--- src/rtl/mem_port_arbiter_pkg.sv ---
// Shared types, width defaults and helpers for the memory port arbiter.
package mem_arb_pkg;

  localparam int unsigned ARB_ADDR_W = 9;
  localparam int unsigned ARB_DATA_W = 32;

  typedef enum logic [1:0] {
    ARB_IDLE    = 2'd0,
    ARB_BUSY_IF = 2'd1,
    ARB_BUSY_D  = 2'd2
  } arb_state_t;

  typedef enum logic {
    GNT_IF = 1'b0,
    GNT_D  = 1'b1
  } grant_t;

  // Width needed to hold values 0..max_val; never narrower than one bit.
  function automatic int unsigned cnt_w(input int unsigned max_val);
    return (max_val < 1) ? 1 : $clog2(max_val + 1);
  endfunction

endpackage

--- src/rtl/mem_port_arbiter_if.sv ---
// Pipeline/memory side bundle of the memory port arbiter.
// slave: seen from the arbiter; master: seen from pipeline and memory.
interface mem_port_arbiter_if
  import mem_arb_pkg::*;
#(
  parameter int unsigned ADDR_W = ARB_ADDR_W,
  parameter int unsigned DATA_W = ARB_DATA_W
);
  logic              if_req;
  logic [ADDR_W-1:0] if_addr;
  logic [DATA_W-1:0] if_rdata;
  logic              if_valid;
  logic              d_req;
  logic              d_we;
  logic [ADDR_W-1:0] d_addr;
  logic [DATA_W-1:0] d_wdata;
  logic [DATA_W-1:0] d_rdata;
  logic              d_valid;
  logic              mem_en;
  logic              mem_we;
  logic [ADDR_W-1:0] mem_addr;
  logic [DATA_W-1:0] mem_wdata;
  logic [DATA_W-1:0] mem_rdata;
  logic              stall_if;
  logic              stall_mem;

  modport slave (
    input  if_req, if_addr, d_req, d_we, d_addr, d_wdata, mem_rdata,
    output if_rdata, if_valid, d_rdata, d_valid,
           mem_en, mem_we, mem_addr, mem_wdata, stall_if, stall_mem
  );

  modport master (
    output if_req, if_addr, d_req, d_we, d_addr, d_wdata, mem_rdata,
    input  if_rdata, if_valid, d_rdata, d_valid,
           mem_en, mem_we, mem_addr, mem_wdata, stall_if, stall_mem
  );

endinterface

--- src/rtl/mem_port_arbiter_lat_counter.sv ---
// arb_lat_counter: loadable down counter with saturating decrement and zero flag.
// Used for access latency and for the fetch starvation budget.
module arb_lat_counter
  import mem_arb_pkg::*;
#(
  parameter int unsigned MAX_VAL = 2,
  parameter int unsigned RST_VAL = 0,
  localparam int unsigned CNT_W  = cnt_w(MAX_VAL)
) (
  input  logic             clk,
  input  logic             rst_n,
  input  logic             load_i,
  input  logic [CNT_W-1:0] load_val_i,
  input  logic             dec_i,
  output logic             zero_o
);

  logic [CNT_W-1:0] cnt_q;
  logic [CNT_W-1:0] cnt_d;

  always_comb begin
    cnt_d = cnt_q;
    if (load_i) begin
      cnt_d = load_val_i;
    end else if (dec_i && (cnt_q != '0)) begin
      cnt_d = cnt_q - 1'b1;
    end
  end

  always_ff @(posedge clk or negedge rst_n) begin
    if (!rst_n) begin
      cnt_q <= CNT_W'(RST_VAL);
    end else begin
      cnt_q <= cnt_d;
    end
  end

  assign zero_o = (cnt_q == '0);

endmodule

--- src/rtl/mem_port_arbiter.sv ---
// mem_port_arbiter: shares one single-port fixed-latency memory between fetch and data ports.
// Optional fetch starvation guard: define ARB_FAIRNESS_EN.
module mem_port_arbiter
  import mem_arb_pkg::*;
#(
  parameter int unsigned ADDR_W     = ARB_ADDR_W,
  parameter int unsigned DATA_W     = ARB_DATA_W,
  parameter int unsigned MEM_LAT    = 2,
  parameter int unsigned STARVE_MAX = 4
) (
  input logic               clk,
  input logic               reset,
  mem_port_arbiter_if.slave bus
);
  // state       | meaning
  // ARB_IDLE    | nothing in flight, arbitrates every cycle
  // ARB_BUSY_IF | fetch issued, waiting for latency to expire
  // ARB_BUSY_D  | data access issued, waiting for latency to expire

  localparam int unsigned LAT_W = cnt_w(MEM_LAT);

  arb_state_t        state_q;
  logic              d_we_q;
  logic              mem_en_q;
  logic              mem_we_q;
  logic [ADDR_W-1:0] mem_addr_q;
  logic [DATA_W-1:0] mem_wdata_q;
  logic [DATA_W-1:0] if_rdata_q;
  logic [DATA_W-1:0] d_rdata_q;
  logic              if_valid_q;
  logic              d_valid_q;

  logic   gnt_valid;
  grant_t gnt_sel;
  logic   busy;
  logic   lat_zero;
  logic   starve_hit;

  assign busy = (state_q != ARB_IDLE);

  // Data wins a conflict (older instruction) unless fetch has used up its patience.
  always_comb begin
    gnt_valid = 1'b0;
    gnt_sel   = GNT_D;
    if (state_q == ARB_IDLE) begin
      if (bus.d_req && !(bus.if_req && starve_hit)) begin
        gnt_valid = 1'b1;
        gnt_sel   = GNT_D;
      end else if (bus.if_req) begin
        gnt_valid = 1'b1;
        gnt_sel   = GNT_IF;
      end
    end
  end

  arb_lat_counter #(
    .MAX_VAL (MEM_LAT),
    .RST_VAL (0)
  ) u_lat_cnt (
    .clk        (clk),
    .rst_n      (reset),
    .load_i     (gnt_valid),
    .load_val_i (LAT_W'(MEM_LAT - 1)),
    .dec_i      (busy),
    .zero_o     (lat_zero)
  );

`ifdef ARB_FAIRNESS_EN
  localparam int unsigned STV_W = cnt_w(STARVE_MAX);

  logic starve_load;
  logic starve_dec;

  // Counts down the data grants fetch may still lose; zero means fetch wins next conflict.
  assign starve_load = !bus.if_req || (gnt_valid && (gnt_sel == GNT_IF));
  assign starve_dec  = gnt_valid && (gnt_sel == GNT_D) && bus.if_req;

  arb_lat_counter #(
    .MAX_VAL (STARVE_MAX),
    .RST_VAL (STARVE_MAX)
  ) u_starve_cnt (
    .clk        (clk),
    .rst_n      (reset),
    .load_i     (starve_load),
    .load_val_i (STV_W'(STARVE_MAX)),
    .dec_i      (starve_dec),
    .zero_o     (starve_hit)
  );
`else
  assign starve_hit = 1'b0;
`endif

  always_ff @(posedge clk or negedge reset) begin
    if (!reset) begin
      state_q     <= ARB_IDLE;
      d_we_q      <= 1'b0;
      mem_en_q    <= 1'b0;
      mem_we_q    <= 1'b0;
      mem_addr_q  <= '0;
      mem_wdata_q <= '0;
      if_rdata_q  <= '0;
      d_rdata_q   <= '0;
      if_valid_q  <= 1'b0;
      d_valid_q   <= 1'b0;
    end else begin
      mem_en_q   <= 1'b0;
      mem_we_q   <= 1'b0;
      if_valid_q <= 1'b0;
      d_valid_q  <= 1'b0;
      case (state_q)
        ARB_IDLE: begin
          if (gnt_valid) begin
            mem_en_q <= 1'b1;
            if (gnt_sel == GNT_D) begin
              state_q     <= ARB_BUSY_D;
              d_we_q      <= bus.d_we;
              mem_we_q    <= bus.d_we;
              mem_addr_q  <= bus.d_addr;
              mem_wdata_q <= bus.d_wdata;
            end else begin
              state_q    <= ARB_BUSY_IF;
              mem_addr_q <= bus.if_addr;
            end
          end
        end
        ARB_BUSY_IF: begin
          if (lat_zero) begin
            if_rdata_q <= bus.mem_rdata;
            if_valid_q <= 1'b1;
            state_q    <= ARB_IDLE;
          end
        end
        ARB_BUSY_D: begin
          if (lat_zero) begin
            if (!d_we_q) begin
              d_rdata_q <= bus.mem_rdata;
            end
            d_valid_q <= 1'b1;
            state_q   <= ARB_IDLE;
          end
        end
        default: state_q <= ARB_IDLE;
      endcase
    end
  end

  assign bus.mem_en    = mem_en_q;
  assign bus.mem_we    = mem_we_q;
  assign bus.mem_addr  = mem_addr_q;
  assign bus.mem_wdata = mem_wdata_q;
  assign bus.if_rdata  = if_rdata_q;
  assign bus.if_valid  = if_valid_q;
  assign bus.d_rdata   = d_rdata_q;
  assign bus.d_valid   = d_valid_q;
  assign bus.stall_if  = bus.if_req & ~if_valid_q;
  assign bus.stall_mem = bus.d_req & ~d_valid_q;

endmodule

--- src/flat_wrapper.sv ---
// flat-port wrapper written by rule: the top's interface ports become plain ports
module mem_port_arbiter_flat import mem_arb_pkg::*;
#(
  parameter int unsigned ADDR_W     = ARB_ADDR_W,
  parameter int unsigned DATA_W     = ARB_DATA_W,
  parameter int unsigned MEM_LAT    = 2,
  parameter int unsigned STARVE_MAX = 4
)
  (clk, reset, bus_if_req, bus_if_addr, bus_d_req, bus_d_we, bus_d_addr, bus_d_wdata, bus_mem_rdata, bus_if_rdata, bus_if_valid, bus_d_rdata, bus_d_valid, bus_mem_en, bus_mem_we, bus_mem_addr, bus_mem_wdata, bus_stall_if, bus_stall_mem);
  mem_port_arbiter_if #(.ADDR_W(ADDR_W), .DATA_W(DATA_W)) bus_i ();
  input logic clk;
  input logic reset;
  input wire logic [$bits(bus_i.if_req)-1:0] bus_if_req;
  input wire logic [$bits(bus_i.if_addr)-1:0] bus_if_addr;
  input wire logic [$bits(bus_i.d_req)-1:0] bus_d_req;
  input wire logic [$bits(bus_i.d_we)-1:0] bus_d_we;
  input wire logic [$bits(bus_i.d_addr)-1:0] bus_d_addr;
  input wire logic [$bits(bus_i.d_wdata)-1:0] bus_d_wdata;
  input wire logic [$bits(bus_i.mem_rdata)-1:0] bus_mem_rdata;
  output wire logic [$bits(bus_i.if_rdata)-1:0] bus_if_rdata;
  output wire logic [$bits(bus_i.if_valid)-1:0] bus_if_valid;
  output wire logic [$bits(bus_i.d_rdata)-1:0] bus_d_rdata;
  output wire logic [$bits(bus_i.d_valid)-1:0] bus_d_valid;
  output wire logic [$bits(bus_i.mem_en)-1:0] bus_mem_en;
  output wire logic [$bits(bus_i.mem_we)-1:0] bus_mem_we;
  output wire logic [$bits(bus_i.mem_addr)-1:0] bus_mem_addr;
  output wire logic [$bits(bus_i.mem_wdata)-1:0] bus_mem_wdata;
  output wire logic [$bits(bus_i.stall_if)-1:0] bus_stall_if;
  output wire logic [$bits(bus_i.stall_mem)-1:0] bus_stall_mem;
  assign bus_i.if_req = bus_if_req;
  assign bus_i.if_addr = bus_if_addr;
  assign bus_i.d_req = bus_d_req;
  assign bus_i.d_we = bus_d_we;
  assign bus_i.d_addr = bus_d_addr;
  assign bus_i.d_wdata = bus_d_wdata;
  assign bus_i.mem_rdata = bus_mem_rdata;
  assign bus_if_rdata = bus_i.if_rdata;
  assign bus_if_valid = bus_i.if_valid;
  assign bus_d_rdata = bus_i.d_rdata;
  assign bus_d_valid = bus_i.d_valid;
  assign bus_mem_en = bus_i.mem_en;
  assign bus_mem_we = bus_i.mem_we;
  assign bus_mem_addr = bus_i.mem_addr;
  assign bus_mem_wdata = bus_i.mem_wdata;
  assign bus_stall_if = bus_i.stall_if;
  assign bus_stall_mem = bus_i.stall_mem;
  mem_port_arbiter #(.ADDR_W(ADDR_W), .DATA_W(DATA_W), .MEM_LAT(MEM_LAT), .STARVE_MAX(STARVE_MAX)) u_core (.clk(clk), .reset(reset), .bus(bus_i));
endmodule
--- config.mk ---
export PLATFORM = sky130hd
export DESIGN_NAME = mem_port_arbiter_flat
export DESIGN_NICKNAME = d
export VERILOG_FILES = /design/src/rtl/mem_port_arbiter_pkg.sv /design/src/rtl/mem_port_arbiter_if.sv /design/src/rtl/mem_port_arbiter_lat_counter.sv /design/src/rtl/mem_port_arbiter.sv /design/src/flat_wrapper.sv
export SDC_FILE = /design/constraint.sdc
export NUM_CORES = 1
export LEC_CHECK = 0
export CORE_UTILIZATION = 47
export CTS_BUF_LIST = sky130_fd_sc_hd__clkbuf_4 sky130_fd_sc_hd__clkbuf_8
export DETAILED_ROUTE_END_ITERATION = 16
export PLACE_DENSITY = 0.9
export SETUP_SLACK_MARGIN = 0.02
export SYNTH_ARGS = -nofsm -noshare
export SYNTH_HDL_FRONTEND = slang
export SYNTH_SLANG_ARGS = --single-unit
export TNS_END_PERCENT = 50
--- constraint.sdc ---
create_clock -name clk -period 2.4 [get_ports clk]
set_clock_uncertainty 0.1 [all_clocks]
set_input_delay 0.72 -clock clk [delete_from_list [all_inputs] [get_ports clk]]
set_output_delay 0.72 -clock clk [all_outputs]
set_load 0.05 [all_outputs]
Word level (Yosys, flattened, before mapping)
Cells that the tools add are included.
{"block": "op_classes", "add_sub_neg": 1, "n_eq_ne": 4, "n_mux": 21, "bitwise_logic": 5, "reduce_logical": 12}
{"operator": "1-bit two-way mux", "n": 14}
{"operator": "2-bit two-way mux", "n": 5}
{"operator": "9-bit two-way mux", "n": 1}
{"operator": "2-bit AND reduction", "n": 3}
{"operator": "3-bit AND reduction", "n": 2}
{"operator": "2-bit nonzero test", "n": 3}
{"operator": "2-bit zero test", "n": 2}
{"operator": "2-bit by 1-bit inequality test with 1-bit output (second input constant)", "n": 2}
{"operator": "2-bit case mux with 2 select lines", "n": 1}
{"operator": "1-bit NOT", "n": 3}
{"operator": "1-bit bitwise AND", "n": 2}
{"operator": "2-bit by 1-bit equality test with 1-bit output (second input constant)", "n": 1}
{"operator": "2-bit equality test (second input constant)", "n": 1}
{"operator": "2-bit OR reduction", "n": 1}
{"operator": "2-bit by 1-bit subtractor with 2-bit output (second input constant)", "n": 1}
{"operator": "1-bit logical AND", "n": 1}
{"block": "totals", "regBits": 114, "in_bits": 87, "out_inout_bits": 111, "elab_cells": 54}

Longest topological paths before layout
Gate-level depths: netlist (run 1).
{"block": "logic_depth", "word_depth": 6, "ltp_mapped": 7, "depth_no_buf": 5}

Modules after synthesis
A second synthesis (run 1) with hierarchy kept.
{"block": "hier_totals", "hier_cells": 299, "hier_area_um2": 4586.9}
{"mod": "mem_port_arbiter", "n_inst": 1, "cells_per_inst": 286, "area_per_inst_um2": 4454.3, "seq_area_each_um2": 2802.7}
{"mod": "arb_lat_counter", "n_inst": 1, "cells_per_inst": 13, "area_per_inst_um2": 132.6, "seq_area_each_um2": 50.0}

Worst setup path after synthesis (run 1)
OpenSTA, ideal clock, no wires.
{"block": "synth_timing", "path_type": "input to output", "from": "input port bus_d_req", "to": "output port bus_stall_mem", "arrival_time_ns": 1.427, "required_ns": 1.580, "setup_slack_ns": 0.153, "path_stages": 1, "path_buffers": 0, "cell_sequence": "nor2b_1"}
{"block": "synth_between", "elab_chain_len": 1}
{"item": "from (decl)", "line_no": "flat_wrapper.sv:15", "rtl": "input wire logic [$bits(bus_i.d_req)-1:0] bus_d_req;"}
{"item": "1-bit bitwise AND", "line_no": "mem_port_arbiter.sv:156", "rtl": "assign bus.stall_mem = bus.d_req & ~d_valid_q;"}
{"item": "to (decl)", "line_no": "flat_wrapper.sv:29", "rtl": "output wire logic [$bits(bus_i.stall_mem)-1:0] bus_stall_mem;"}
No other way between the ends.

Worst setup path after layout (run 1)
Same ends and word-level chain as after synthesis.

==> impl_metrics.py, run 1 <==
metrics = {
    "status": {
        "status": "complete, no violations",
    },
    "logic_synthesis": {
        "synth.area.mux_share_pct": 26.44,
        "synth_top_area_cell": "dfrtp_1",
        "syn_inst": 296,
        "ys_seq_elements": 114,
        "yosysTopAreaCellShare_pct": 62.67,
        "synth_top_family_by_area": "multiplexers",
        "avgSynthCellArea_um2": 15.38,
        "ys_warn_count": 0,
        "synth_compound_area_share_pct": 3.903,
        "synth_fp_nets": 387,
        "synth_area_leaders": "dfrtp_1 63%, mux2_2 16%, mux2_4 9.9%",
        "synthSimpleGateAreaFrac_pct": 3.189,
        "syn_area_um2": 4552,
        "post_synth_fa_ha_maj_area_fraction_pct": 1.100,
        "ys_seq_area_share_pct": 62.67,
        "ys_types": 26,
        "synth_xor_area_share_pct": 0,
    },
    "placement": {
        "globalplace.congestion": 0.7793,
        "hpwl_um": 7664,
        "portBuffers": 197,
        "dp_cells": 617,
    },
    "timing": {
        "hold_viol": 0,
        "finalSetupViolCount": 0,
        "whs_ns": 0.3910,
        "min_period_ns": 2.365,
        "drv_slew": 0,
        "max_freq_mhz": 422.8,
        "rsz0062_at_grt": "yes",
        "period_share_pct": 98.55,
        "relSlewSlack_pct": 62.43,
        "tightest_slew_ns": 0.5636,
    },
    "floorplanning": {
        "die_w_um": 100.4,
        "core-area_um2": 9328,
        "die_area_um2": 10080,
        "io_pins": 198,
        "start_util_pct": 48.80,
        "die_h_um": 100.4,
        "row_count": 35,
    },
    "clock_network": {
        "insertion_delay_ns": 0.40,
        "cts_inserted_buffers": 17,
        "clock_sinks": 114,
        "path_clk_slew_ns": 0.06,
        "cts_root_buf": "clkbuf_8",
        "postCtsSetupBuffers": 0,
        "tritoncts": "done",
        "clockBufferDepth": 2,
        "h-tree-depth": 4,
    },
    "grt": {
        "grt_pass1_vias": 3501,
        "overflow": 0,
        "antenna_found_initial": 0,
        "gr-usage-all-layers_pct": 22.71,
        "grt_max_degree": 107,
        "grt_pass1_wl_um": 17300,
    },
    "cells_and_area": {
        "register_area_um2": 2853,
        "nNetsFinal": 599,
        "layout-drive-gt1-share_pct": 28.79,
        "num_antenna_cells": 0,
        "multi_input_area_um2": 1589,
        "syn2layout_area_growth_pct": 53.00,
        "nFillCells": 652,
        "fin_cells": 650,
    },
    "setup_path": {
        "crit_chain": "clkdlybuf4s50_1 > nor2b_2 > buf_12",
        "worstSetupPathType": "primary input to output port",
        "startpoint_type": "primary input",
        "cp_top_family": "buffers and inverters",
        "cpMaxStageDelayCell": "clkdlybuf4s50_1",
        "critPathRequiredTime_ns": 1.58,
        "max_stage_delay_ns": 0.47,
        "crit_arrival_ns": 1.55,
        "cp-end-kind": "output port",
        "crit_buf_inv": 2,
        "crit_path_max_fanout": 2,
    },
    "drt": {
        "viasPerCell": 4.985,
        "wire_per_inst_um": 16.69,
        "first_iter_violations": 101,
        "drc_errors": 0,
        "routed_wl_um": 10850,
        "routed-via-count": 3240,
        "drtAntennaViolNets": 0,
        "first_pass_iters": 4,
    },
    "run": {
        "max-cap-violations": 0,
    },
    "worst_hold_path": {
        "hp-class": "register to register",
    },
}
-- synth_stat cells --
library cell and instances:
nand2_1 4, a21boi_0 1, dfrtp_1 114, a31o_2 1
mux2_4 30, nor2_1 20, o22ai_1 8, or2_2 1
mux2_2 66, o21ai_0 2, buf_6 4, inv_1 7
nand2b_1 2, ha_1 4, clkbuf_1 3, mux2i_1 1
a211oi_1 8, and2_1 2, o32ai_1 1, a21o_1 1
a21oi_1 2, and3_1 1, buf_2 8, o31ai_1 2
nor2b_1 2, nor3_1 1
-- final cells by class --
class	instances	share of cell area (%)
clock buffers	21	3.881
inverters	7	0.3773
repair buffers	208	28.37
clock inverters	11	1.276
flip-flops and latches	114	40.96
multi-input cells	160	22.82
well taps	129	2.318
-- worst reg2reg max path, cell delays in order (launching register included) --
cell and delay, ns:
dfrtp_1 0.40, inv_1 0.10, ha_1 0.40, buf_4 0.23, inv_1 0.17, o21ai_0 0.20, a21boi_0 0.25
-- logic make-up (layout without fill, tap and decap cells) --
family	after synthesis	in the layout
AO/OA/AOI/OAI	26	26
adder cells (fa/ha/maj)	4	4
buffers and inverters	22	247
flip-flops	114	114
multiplexers	97	97
AND/OR/NAND/NOR	33	33
-- per-layer routing --
layer | GRT usage [%] | vias to the layer above | share of wire (%)
met4 | 8.361 | 0 | 1.3
met1 | 25.92 | 1617 | 38
met2 | 39.36 | 141 | 53
met3 | 7.939 | 14 | 7.2
li1 | - | 1468 | -
met5 | 0 | - | 0
-- path summary, 6_finish.rpt --
path                                           start                        end  slack (ns)  cells past startpoint
setup / recovery                           bus_d_req              bus_stall_mem        0.03                      3
hold reg to reg            u_core.u_lat_cnt.cnt_q[0]  u_core.u_lat_cnt.cnt_q[0]        0.39                      1
max in group asynchronous                      reset      u_core.bus.d_rdata[0]        0.84                      3
min in group asynchronous                      reset    u_core.bus.if_rdata[28]        0.59                      2
setup reg to reg                   u_core.state_q[1]          u_core.state_q[0]        0.45                      6
hold / removal             u_core.u_lat_cnt.cnt_q[0]  u_core.u_lat_cnt.cnt_q[0]        0.39                      1
-- metrics by stage --
stage / setup slack [ns] / utilization [%] / cell area (um2) / setup TNS, ns
floorplan: 0.1526 / - / 4552 / 0
global placement: -0.05242 / 71.98 / 6714 / -0.05930
detailed placement: -0.06017 / 71.98 / 6714 / -0.07925
CTS: 0.02379 / 74.53 / 6952 / 0
global route: 0.01418 / 74.66 / 6964 / 0
finish: 0.03489 / 74.66 / 6964 / 0
-- cells in the final DEF, fill, tap and decap left out, types with 3 or more instances in the layout --
master,instances
buf_12,5
inv_1,6
ha_1,4
clkbuf_4,3
buf_4,11
mux2_2,66
nor2_1,19
a211oi_1,8
clkbuf_8,18
clkinv_2,7
mux2_4,30
clkdlybuf4s50_1,85
dfrtp_1,114
o22ai_1,8
dlygate4sd2_1,105
nand2_1,4
-- what timing repair did --
| item | in CTS | in global routing |
|---|---|---|
| pin swaps | 1 | 0 |
| resized for setup | 109 | 1 |
| endpoints found under the setup margin | 107 | 3 |
| hold buffers | 0 | 1 |
| endpoints found under the hold margin | 0 | 6 |
-- flip-flops by register name (all words and copies together), names as in the netlist --
signal                  flops
u_core.u_lat_cnt.cnt_q      2
u_core.bus.if_rdata        32
u_core.state_q              2
u_core.bus.d_valid          1
u_core.bus.mem_addr         9
u_core.bus.d_rdata         32
u_core.bus.if_valid         1
u_core.d_we_q               1
u_core.bus.mem_we           1
u_core.bus.mem_wdata       32
u_core.bus.mem_en           1
Power of run 1 is left out: the tool's default activity adds up to more than one toggle a clock period on the data nets, which glitch-free logic cannot reach.
==> run 2: changes to the inputs <==
--- a/config.mk
+++ b/config.mk
@@ -5,10 +5,11 @@
 export SDC_FILE = /design/constraint.sdc
 export NUM_CORES = 1
 export LEC_CHECK = 0
-export CORE_UTILIZATION = 47
-export CTS_BUF_LIST = sky130_fd_sc_hd__clkbuf_4 sky130_fd_sc_hd__clkbuf_8
+export CORE_UTILIZATION = 60
+export CTS_BUF_LIST = sky130_fd_sc_hd__clkbuf_8
 export DETAILED_ROUTE_END_ITERATION = 16
-export PLACE_DENSITY = 0.9
+export DONT_BUFFER_PORTS = 1
+export PLACE_DENSITY = 0.78
 export SETUP_SLACK_MARGIN = 0.02
 export SYNTH_ARGS = -nofsm -noshare
 export SYNTH_HDL_FRONTEND = slang
==> impl_metrics.py, run 2 (same netlist as run 1, synthesis figures left out) <==
metrics = {
    "status": {
        "status": "finished with violations",
        "violations": "hold timing",
    },
    "drt": {
        "routed_wl_um": 8465,
        "drtAntennaViolNets": 0,
        "drc_errors": 0,
        "wire_per_inst_um": 20.20,
        "first_pass_iters": 4,
        "routed-via-count": 2426,
        "viasPerCell": 5.790,
        "first_iter_violations": 87,
    },
    "timing": {
        "relSlewSlack_pct": 64.53,
        "period_share_pct": 90.86,
        "tns_ns": 0,
        "max_freq_mhz": 458.6,
        "min_period_ns": 2.181,
        "rsz0062_at_grt": "no",
        "tightest_slew_ns": 0.5300,
        "finalSetupViolCount": 0,
        "whs_ns": -0.09865,
        "hold_viol": 114,
        "drv_slew": 0,
    },
    "floorplanning": {
        "die_h_um": 89.10,
        "row_count": 31,
        "io_pins": 198,
        "die_area_um2": 7939,
        "start_util_pct": 62.42,
        "die_w_um": 89.10,
        "core-area_um2": 7292,
    },
    "grt": {
        "overflow": 0,
        "grt_max_degree": 115,
        "antenna_found_initial": 0,
        "gr-usage-all-layers_pct": 21.52,
        "grt_pass1_wl_um": 12590,
        "grt_pass1_vias": 2515,
    },
    "setup_path": {
        "setup.worst_path.start": "u_core.bus.d_valid",
        "cp_top_family": "flip-flops",
        "crit_path_max_fanout": 2,
        "startpoint_type": "register",
        "critPathRequiredTime_ns": 1.58,
        "crit_arrival_ns": 1.36,
        "max_stage_delay_ns": 0.57,
        "critical_path_depth": 2,
        "worstSetupPathType": "register to output port",
        "r2r_slack_ns": 0.50,
        "crit_end": "bus_stall_mem",
        "cp-end-kind": "output port",
        "crit_buf_inv": 1,
        "timing.rr.start": "u_core.u_lat_cnt.cnt_q[0]",
        "reg2reg_to": "u_core.bus.d_rdata[19]",
        "reg2regPathDepth": 6,
        "crit_chain": "nor2b_1 > buf_4",
        "cpMaxStageDelayCell": "dfrtp_1",
    },
    "cells_and_area": {
        "layout_commonest_cell": "dfrtp_1",
        "layout_common_cells": "114 x dfrtp_1, 66 x mux2_2, 30 x mux2_4",
        "num_antenna_cells": 0,
        "final_cell_area_um2": 5077,
        "syn2layout_area_growth_pct": 11.54,
        "nNetsFinal": 399,
        "layout-drive-gt1-share_pct": 43.13,
    },
    "placement": {
        "hpwl_um": 5960,
        "portBuffers": 0,
        "globalplace.congestion": 0.7544,
        "place_area_um2": 4667,
    },
    "clock_network": {
        "clock_sinks": 114,
        "cts_inserted_buffers": 17,
        "clockBufferDepth": 2,
        "cts_root_buf": "clkbuf_8",
        "path_clk_slew_ns": 0.07,
        "insertion_delay_ns": 0.40,
        "tritoncts": "done",
        "h-tree-depth": 4,
    },
    "worst_hold_path": {
        "hp-class": "primary input to async pin",
    },
    "run": {
        "max-cap-violations": 0,
    },
}
[run 2: cell types whose count changed in the layout (fill, tap and decap cells not counted), moves of 2 or more]
cell | previous run | this run
dlygate4sd2_1 | 105 | 0
clkinvlp_4 | 2 | 6
clkdlybuf4s50_1 | 85 | 0
clkinv_2 | 7 | 2
buf_4 | 11 | 6
buf_12 | 5 | 2
bufinv_16 | 1 | 3
clkbuf_4 | 3 | 0
[run 2: worst reg2reg max path: stages (launching register included)]
cell	delay (ns)
dfrtp_1	0.36
inv_1	0.05
ha_1	0.24
and2_1	0.18
nand2b_2	0.28
buf_4	0.27
mux2_4	0.31
[run 2: how the worst min path moves through the flow]
stage	to	from
2_1_floorplan	u_core.bus.d_rdata[0]	reset
3_3_place_gp	u_core.bus.d_rdata[23]	reset
3_5_place_dp	u_core.bus.d_rdata[29]	reset
4_1_cts	u_core.bus.d_rdata[23]	reset
5_1_grt	u_core.bus.d_rdata[21]	reset
6_report	u_core.bus.d_rdata[21]	reset
[run 2: metrics by stage]
| step | hold slack (ns) | utilization, % | setup slack (ns) | instances |
|---|---|---|---|---|
| after floorplan | 0.3244 | - | 0.1526 | 296 |
| after global placement | 0.3263 | 64.00 | 0.4904 | 388 |
| after detailed placement | 0.3274 | 64.00 | 0.4854 | 388 |
| after CTS | -0.1212 | 69.63 | 0.1882 | 419 |
| after global routing | -0.1293 | 69.63 | 0.1352 | 419 |
| final | -0.09865 | 69.63 | 0.2194 | 419 |
[run 2: metal layers]
metal / track usage, % / vias up / share of wire, %
met5: 0 / - / 0
met4: 10.10 / 0 / 1.1
met3: 10.06 / 9 / 12
met2: 34.21 / 132 / 50
met1: 24.84 / 1224 / 37
li1: - / 1061 / -
[run 2: layout make-up]
type | count | area, um2
Clock buffer | 18 | 247.7
Clock inverter | 13 | 162.7
Fill cell | 520 | 2215
Inverter | 7 | 26.28
Multi-Input combinational cell | 160 | 1579
Sequential cell | 114 | 2853
Tap cell | 99 | 123.9
Timing Repair Buffer | 8 | 85.08
[run 2: timing repair]
action	4_1_cts	5_1_grt
endpoints found under the hold margin	114	114
setup buffers	0	0
setup endpoints to repair	0	0
resized for setup	0	0
Power of run 2 is left out for the same reason.
==> run 3: changes to the inputs <==
==> constraint.sdc (replaced) <==
create_clock -name clk -period 2.01 [get_ports clk]
set_clock_uncertainty 0.1 [all_clocks]
set_input_delay 0.603 -clock clk [delete_from_list [all_inputs] [get_ports clk]]
set_output_delay 0.603 -clock clk [all_outputs]
set_load 0.05 [all_outputs]
==> impl_metrics.py, run 3 (same netlist as run 1, synthesis figures left out) <==
metrics = {
    "timing": {
        "finalSetupViolCount": 0,
        "drv_slew": 0,
        "relSlewSlack_pct": 63.05,
        "period_share_pct": 90.02,
        "hold_viol": 114,
        "rsz0062_at_grt": "no",
        "tns_ns": 0,
        "tightest_slew_ns": 0.5521,
        "layout_setup_ws_ns": 0.2006,
        "max_freq_mhz": 552.7,
        "min_period_ns": 1.809,
        "whs_ns": -0.2259,
    },
    "cells_and_area": {
        "register_area_um2": 2853,
        "num_antenna_cells": 0,
        "layout-drive-gt1-share_pct": 43.83,
        "layout_common_cells": "114 x dfrtp_1, 66 x mux2_2, 30 x mux2_4",
        "syn2layout_area_growth_pct": 12.84,
        "layout_commonest_cell": "dfrtp_1",
        "nFillCells": 518,
        "nNetsFinal": 403,
        "multi_input_area_um2": 1582,
        "fin_util_pct": 70.44,
    },
    "grt": {
        "gr-usage-all-layers_pct": 21.44,
        "grt_pass1_vias": 2515,
        "overflow": 0,
        "antenna_found_initial": 0,
        "grt_pass1_wl_um": 12300,
        "grt_max_degree": 115,
    },
    "setup_path": {
        "reg2reg_to": "u_core.bus.d_rdata[0]",
        "crit_arrival_ns": 1.11,
        "critPathRequiredTime_ns": 1.31,
        "r2r_slack_ns": 0.29,
        "crit_path_max_fanout": 2,
        "startpoint_type": "register",
        "worstSetupPathType": "register to output port",
        "setup.worst_path.start": "u_core.bus.d_valid",
        "timing.rr.start": "u_core.u_lat_cnt.cnt_q[0]",
        "reg2regPathDepth": 6,
        "cp-end-kind": "output port",
    },
    "clock_network": {
        "cts_root_buf": "clkbuf_8",
        "cts_resized": 0,
        "cts_inserted_buffers": 17,
        "h-tree-depth": 4,
        "insertion_delay_ns": 0.41,
        "path_clk_slew_ns": 0.07,
        "postCtsSetupBuffers": 0,
        "tritoncts": "done",
        "clock_sinks": 114,
        "clockBufferDepth": 2,
    },
    "placement": {
        "dp_slack_ns": 0.2900,
        "globalplace.congestion": 0.7413,
        "portBuffers": 0,
        "hpwl_um": 6076,
    },
    "floorplanning": {
        "row_count": 31,
        "die_area_um2": 7939,
        "io_pins": 198,
        "die_w_um": 89.10,
        "die_h_um": 89.10,
        "start_util_pct": 62.42,
        "core-area_um2": 7292,
    },
    "drt": {
        "wire_per_inst_um": 20.57,
        "first_pass_iters": 4,
        "viasPerCell": 5.842,
        "drc_errors": 0,
        "drtAntennaViolNets": 0,
        "routed-via-count": 2471,
        "first_iter_violations": 102,
        "routed_wl_um": 8700,
    },
    "status": {
        "violations": "hold timing",
        "status": "finished with violations",
    },
    "run": {
        "max-cap-violations": 0,
    },
    "worst_hold_path": {
        "hp-class": "primary input to async pin",
    },
}
run 3: layer usage:
layer	GRT usage, %	up-vias	part of all wire (%)
li1	-	1068	-
met1	23.81	1263	37
met5	0	-	0
met4	10.39	0	0.95
met3	10.80	9	12
met2	34.42	131	50
run 3: final cells by class:
class / count / area share (%)
clock buffers: 17 / 4.555
clock inverters: 14 / 3.703
inverters: 7 / 0.5116
multi-input cells: 160 / 30.79
flip-flops and latches: 114 / 55.54
well taps: 99 / 2.412
repair buffers: 12 / 2.485
run 3: stage by stage:
stage / instance area [um2] / std cells
CTS: 5136 / 423
detailed placement: 4712 / 392
floorplan: 4554 / 296
finish: 5136 / 423
global placement: 4712 / 392
global route: 5136 / 423
run 3: worst max path at each step:
stage,to,depth (start not counted)
after detailed placement,u_core.bus.d_rdata[1],6
final,bus_stall_mem,2
after floorplan,bus_stall_if,2
after CTS,bus_stall_mem,2
after global placement,u_core.bus.d_rdata[1],6
after global routing,bus_stall_mem,2
run 3: worst max-delay path: stages, from the launching register on:
cell,delay (ns)
dfrtp_1,0.40
nor2b_2,0.10
buf_4,0.19
Power of run 3 is left out for the same reason.
